<file path="src/rtl/serial_addsub.sv">
// Bit-serial adder/subtractor: one full-adder/full-subtractor cell, LSB first, WIDTH cycles per operation.
// Optional signed-overflow flag is built only when SERIAL_ADDSUB_OVF_EN is defined.
module serial_addsub #(
  parameter int WIDTH = 8
) (
  input  logic             clk,
  input  logic             rst_n,
  input  logic             start,
  input  logic             mode,
  input  logic [WIDTH-1:0] a,
  input  logic [WIDTH-1:0] b,
  input  logic             cin,
  output logic             busy,
  output logic             done,
  output logic [WIDTH-1:0] result,
  output logic             cout,
  output logic             overflow
);

  localparam int CW = $clog2(WIDTH);

  typedef enum logic [1:0] {IDLE, RUN, DONE} state_t;

  state_t           state, state_nxt;
  logic [WIDTH-1:0] op_a, op_b, work;
  logic [CW-1:0]    cnt;
  logic             mode_q, carry;
  logic             last, accept;
  logic             abit, bbit, sbit, carry_nxt;

  assign last   = (cnt == CW'(WIDTH - 1));
  assign accept = (state != RUN) && start;
  assign abit   = op_a[0];
  assign bbit   = op_b[0];
  assign sbit   = abit ^ bbit ^ carry;

  // Carry for add, borrow for subtract
  always_comb begin
    carry_nxt = 1'b0;
    if (mode_q)
      carry_nxt = (abit & bbit) | (abit & carry) | (bbit & carry);
    else
      carry_nxt = (~abit & bbit) | (~(abit ^ bbit) & carry);
  end

  always_comb begin
    state_nxt = state;
    case (state)
      IDLE:    if (start) state_nxt = RUN;
      RUN:     if (last) state_nxt = DONE;
      DONE:    state_nxt = start ? RUN : IDLE;
      default: state_nxt = IDLE;
    endcase
  end

  // busy/done are flopped from the next state so outputs stay registered
  always_ff @(posedge clk or negedge rst_n) begin
    if (!rst_n) begin
      state <= IDLE;
      busy  <= 1'b0;
      done  <= 1'b0;
    end else begin
      state <= state_nxt;
      busy  <= (state_nxt == RUN);
      done  <= (state_nxt == DONE);
    end
  end

  always_ff @(posedge clk or negedge rst_n) begin
    if (!rst_n) begin
      op_a   <= '0;
      op_b   <= '0;
      work   <= '0;
      cnt    <= '0;
      mode_q <= 1'b0;
      carry  <= 1'b0;
      result <= '0;
      cout   <= 1'b0;
    end else if (accept) begin
      op_a   <= a;
      op_b   <= b;
      mode_q <= mode;
      carry  <= cin;
      cnt    <= '0;
      work   <= '0;
    end else if (state == RUN) begin
      op_a  <= op_a >> 1;
      op_b  <= op_b >> 1;
      carry <= carry_nxt;
      work  <= {sbit, work[WIDTH-1:1]};
      if (last) begin
        result <= {sbit, work[WIDTH-1:1]};
        cout   <= carry_nxt;
      end else begin
        cnt <= cnt + CW'(1);
      end
    end
  end

`ifdef SERIAL_ADDSUB_OVF_EN
  logic a_msb, b_msb;

  // Operand MSBs are captured at start because the shift registers discard them
  always_ff @(posedge clk or negedge rst_n) begin
    if (!rst_n) begin
      a_msb    <= 1'b0;
      b_msb    <= 1'b0;
      overflow <= 1'b0;
    end else if (accept) begin
      a_msb <= a[WIDTH-1];
      b_msb <= b[WIDTH-1];
    end else if (state == RUN && last) begin
      if (mode_q)
        overflow <= (a_msb == b_msb) && (sbit != a_msb);
      else
        overflow <= (a_msb != b_msb) && (sbit != a_msb);
    end
  end
`else
  assign overflow = 1'b0;
`endif

endmodule

</file>
<file path="config.mk">
export PLATFORM = sky130hd
export DESIGN_NAME = serial_addsub
export DESIGN_NICKNAME = d
export VERILOG_FILES = /design/src/rtl/serial_addsub.sv
export SDC_FILE = /design/constraint.sdc
export NUM_CORES = 1
export LEC_CHECK = 0
export BUFFER_PORTS_ARGS = -buffer_cell sky130_fd_sc_hd__buf_2
export CORE_UTILIZATION = 50
export DETAILED_ROUTE_END_ITERATION = 8
export HOLD_SLACK_MARGIN = 0.1
export PLACE_DENSITY_LB_ADDON = 0.15
export SLEW_MARGIN = 20
export SYNTH_ARGS = -nofsm -noshare
export SYNTH_HDL_FRONTEND = slang
export SYNTH_SLANG_ARGS = --single-unit
</file>
<file path="constraint.sdc">
create_clock -name clk -period 4.4 [get_ports clk]
set_clock_uncertainty 0.05 [all_clocks]
set_input_delay 0.88 -clock clk [delete_from_list [all_inputs] [get_ports clk]]
set_output_delay 0.88 -clock clk [all_outputs]
set_load 0.03 [all_outputs]
</file>
==> tab_implementation.tex <==
\begin{tabular}{lr}
\hline
Metric & Value \\
\hline
\multicolumn{2}{l}{\textbf{Global routing}} \\
Via count of the first global-routing pass & 1114 \\
Global-route usage over all layers & 0.176 \\
GRT Residual Overflow & 0 \\
Number of antenna violations at the first check in global routing & 0 \\
Largest net degree at the start of global routing & 48 \\
First-pass GRT wire length & 4610 um \\
\multicolumn{2}{l}{\textbf{Worst hold path}} \\
Worst Hold End & cout \\
Hold Crit Depth & 2 \\
Worst Min Path Start & cout \\
Type of the most critical hold path & flop to flop \\
\multicolumn{2}{l}{\textbf{Finish}} \\
Most frequent cells in the layout & sky130\_fd\_sc\_hd\_\_dfrtp\_1, sky130\_fd\_sc\_hd\_\_nand2\_1, sky130\_fd\_sc\_hd\_\_buf\_2 \\
Final layout net count & between 200 and 250 \\
Filler instances & about 340 \\
Layout overhead on the synthesized area & 12.1\% \\
Number of antenna diodes & 0 \\
Most frequent standard cell in the layout excluding fill and tap cells & sky130\_fd\_sc\_hd\_\_dfrtp\_1 \\
Number of standard cells in the final layout excluding fillers & about 230 \\
Share of post-route cells with drive strength above 1 & 0.265 \\
\multicolumn{2}{l}{\textbf{Die}} \\
CORE AREA & 0.00336 mm2 \\
Width of the chip & slightly above 60 um \\
IO Count & 33 \\
Site row count & 21 \\
Die span in y & between 60 and 70 um \\
Total die area & between 0.003 and 0.004 mm2 \\
Initial core utilization & 0.524 \\
\multicolumn{2}{l}{\textbf{STA}} \\
Worst relative slew slack & 0.419 \\
Setup repair after global routing missed its margin & no \\
Tcrit/Tclk final & 0.418 \\
Final critical-path required period & 1.84 ns \\
Sum of negative setup slack & 0 ns \\
Final count of negative-setup-slack endpoints & 0 \\
Highest attainable clock frequency & roughly 0.54 GHz \\
Hold slack & between 0.4 and 0.5 ns \\
Actual transition at the worst max-transition pin & a little under 0.9 ns \\
Final-report hold violation count & 0 \\
Max-slew violation count & 0 \\
\multicolumn{2}{l}{\textbf{Setup path}} \\
Capture instance of the worst register-to-register path & cnt[0] \\
Startpoint types & flop \\
Worst path max stage delay & 0.40 ns \\
Series of cell instances along the critical path & buf\_2 \\
Depth of the worst register-to-register path & 5 \\
Critical path peak fanout & 2 \\
Data required time of the critical path & between 3 and 4 ns \\
Delay-heaviest family, CP & flip-flops \\
Setup slack on the worst flop-to-flop path & between 2 and 3 ns \\
Worst reg2reg startpoint & cnt[0] \\
Critical Path Slowest Stage Cell & sky130\_fd\_sc\_hd\_\_dfrtp\_1 \\
Category of the critical setup timing path & flop to output pin \\
Kind of end point of the critical path & output pin \\
CP bufs+invs & 1 \\
Arr. time, crit path & $\sim$0.91 ns \\
\multicolumn{2}{l}{\textbf{Synthesis}} \\
Syn Area/Cell & $\sim$11 um2 \\
Share of the synthesized area in the top cell type & 0.582 \\
Main area contributors after synthesis & sky130\_fd\_sc\_hd\_\_dfrtp\_1, sky130\_fd\_sc\_hd\_\_mux2i\_1, sky130\_fd\_sc\_hd\_\_nand2\_1, sky130\_fd\_sc\_hd\_\_o21ai\_0, sky130\_fd\_sc\_hd\_\_mux2\_2 \\
Distinct cell type count after synthesis & 23 \\
Nets in the synthesized netlist & 180 \\
Leading area contributor after synthesis & sky130\_fd\_sc\_hd\_\_dfrtp\_1 \\
Post-synthesis sequential area ratio & 0.582 \\
Cell area after synthesis & about 0.0018 mm2 \\
Register bit count reported by yosys & a little over 40 \\
Synth warnings & 0 \\
Instance count of the mapped netlist & 155 \\
\multicolumn{2}{l}{\textbf{Clock network}} \\
Number of buffers inserted during clock tree synthesis & 5 \\
CTS tree & yes \\
Clock H-tree levels & 2 \\
Post-CTS setup buffer count & 0 \\
Buffer type at the clock tree root & sky130\_fd\_sc\_hd\_\_clkbuf\_4 \\
Post-cts hold buffer count & 0 \\
Clock latency at the later pin of the worst-skew pair & 0.34 ns \\
Buffer depth of the longest clock path & 2 \\
Sink Count & slightly above 40 \\
Resized cells post-CTS & 0 \\
Reg clk slew, reported paths & around 0.11 ns \\
\multicolumn{2}{l}{\textbf{Power and ir drop}} \\
Leakage component of the power & between 0.0009 and 0.001 uW \\
Peak ir drop on the vdd network & around 280 uV \\
Pwr Density & 660 mW/mm2 \\
\multicolumn{2}{l}{\textbf{Detailed routing}} \\
Final routed wire length divided by cell count & 12.2 um \\
DRC violations left & 0 \\
WL final & $\sim$2800 um \\
Length of the first detailed-routing pass in iterations & 5 \\
Remaining number of nets flagged by the antenna check after routing & 0 \\
Via count & roughly 1200 \\
Initial detailed-routing violation count & 38 \\
Vias per Instance & 5.13 \\
\multicolumn{2}{l}{\textbf{Run status}} \\
Outcome & finished clean \\
\multicolumn{2}{l}{\textbf{Job}} \\
Number of violations of the max-capacitance limit & 0 \\
\multicolumn{2}{l}{\textbf{Placed design}} \\
Placed cell count & approximately 220 \\
Final weighted congestion in routability-driven placement & about 0.73 \\
DP Wirelength & $\sim$2000 um \\
Number of buffers inserted by port buffering & 31 \\
\hline
\end{tabular}
==> registers in the layout (all words and copies together) (netlist names) <==
| name | count |
|---|---|
| work | 7 |
| state | 2 |
| op_b | 8 |
| op_a | 8 |
| busy | 1 |
| cnt | 3 |
| carry | 1 |
| result | 8 |
| cout | 1 |
| done | 1 |
| mode_q | 1 |
==> final cells by class <==
class | count | area (um2) | area share
Clock buffer | 8 | 48.8 | 0.0247
Timing Repair Buffer | 31 | 155 | 0.0785
Inverter | 6 | 22.5 | 0.0114
Sequential cell | 41 | 1030 | 0.519
Tap cell | 46 | 57.6 | 0.0291
Multi-Input combinational cell | 99 | 666 | 0.337
==> layer usage <==
layer  vias up  wire, um  track usage  share of wire
met5         -         0            0              0
met4         0        48       0.0762          0.017
met3         5       141       0.0567          0.050
met2        28      1430        0.317           0.51
met1       574      1200        0.188           0.42
li1        577         -            -              -
==> report_power, final <==
group          switching, uW  internal [uW]
clock                    110           63.8
sequential              89.0            539
combinational            308            193
total                    507            796
==> worst max-delay path by stage <==
stage               from  slack, ns  cells past startpoint        end
2_1_floorplan      start       2.80                      4     mode_q
6_report       result[7]       2.56                      1  result[7]
5_1_grt        result[7]       2.50                      1  result[7]
3_5_place_dp    state[1]       2.30                      3     cnt[0]
4_1_cts         state[1]       2.29                      3     cnt[0]
3_3_place_gp    state[1]       2.39                      3     cnt[0]
==> through the flow <==
step	instance area (um2)	setup slack (ns)	util	power (uW)
final	1980	2.56	0.587	1300
after CTS	1970	2.29	0.587	1320
after global placement	1930	2.39	0.573	1110
after detailed placement	1930	2.30	0.573	1150
after global routing	1980	2.50	0.587	1420
after floorplan	1760	2.80	-	1020
==> kinds of logic (layout without fill, tap and decap cells) <==
family / Yosys count / in the layout / share of synthesized area
AOI/OAI and AO/OA: 30 / 30 / 0.0937
buffers and inverters: 15 / 45 / 0.0405
DFF: 41 / 41 / 0.582
muxes: 26 / 26 / 0.155
other: 1 / 1 / 0.00213
and+or+nand+nor: 38 / 38 / 0.0895
adders and majority gates: 4 / 4 / 0.0369
==> synth_stat cells <==
library cell                n
sky130_fd_sc_hd__nor2_1     3
sky130_fd_sc_hd__dfrtp_1   41
sky130_fd_sc_hd__o21ai_0   23
sky130_fd_sc_hd__buf_2      6
sky130_fd_sc_hd__a22o_1     2
sky130_fd_sc_hd__and2b_1    1
sky130_fd_sc_hd__mux2_2    10
sky130_fd_sc_hd__o21ai_1    1
sky130_fd_sc_hd__nand3b_2   1
sky130_fd_sc_hd__clkbuf_1   1
sky130_fd_sc_hd__o211a_1    1
sky130_fd_sc_hd__buf_4      2
sky130_fd_sc_hd__ha_1       2
sky130_fd_sc_hd__o22ai_1    2
sky130_fd_sc_hd__nand3_1    1
sky130_fd_sc_hd__mux2i_1   16
sky130_fd_sc_hd__conb_1     1
sky130_fd_sc_hd__nand2b_1   1
sky130_fd_sc_hd__a21oi_1    1
sky130_fd_sc_hd__nand2_1   31
sky130_fd_sc_hd__inv_1      5
sky130_fd_sc_hd__inv_2      1
sky130_fd_sc_hd__fa_1       2
(Power assumes the default switching activity.)
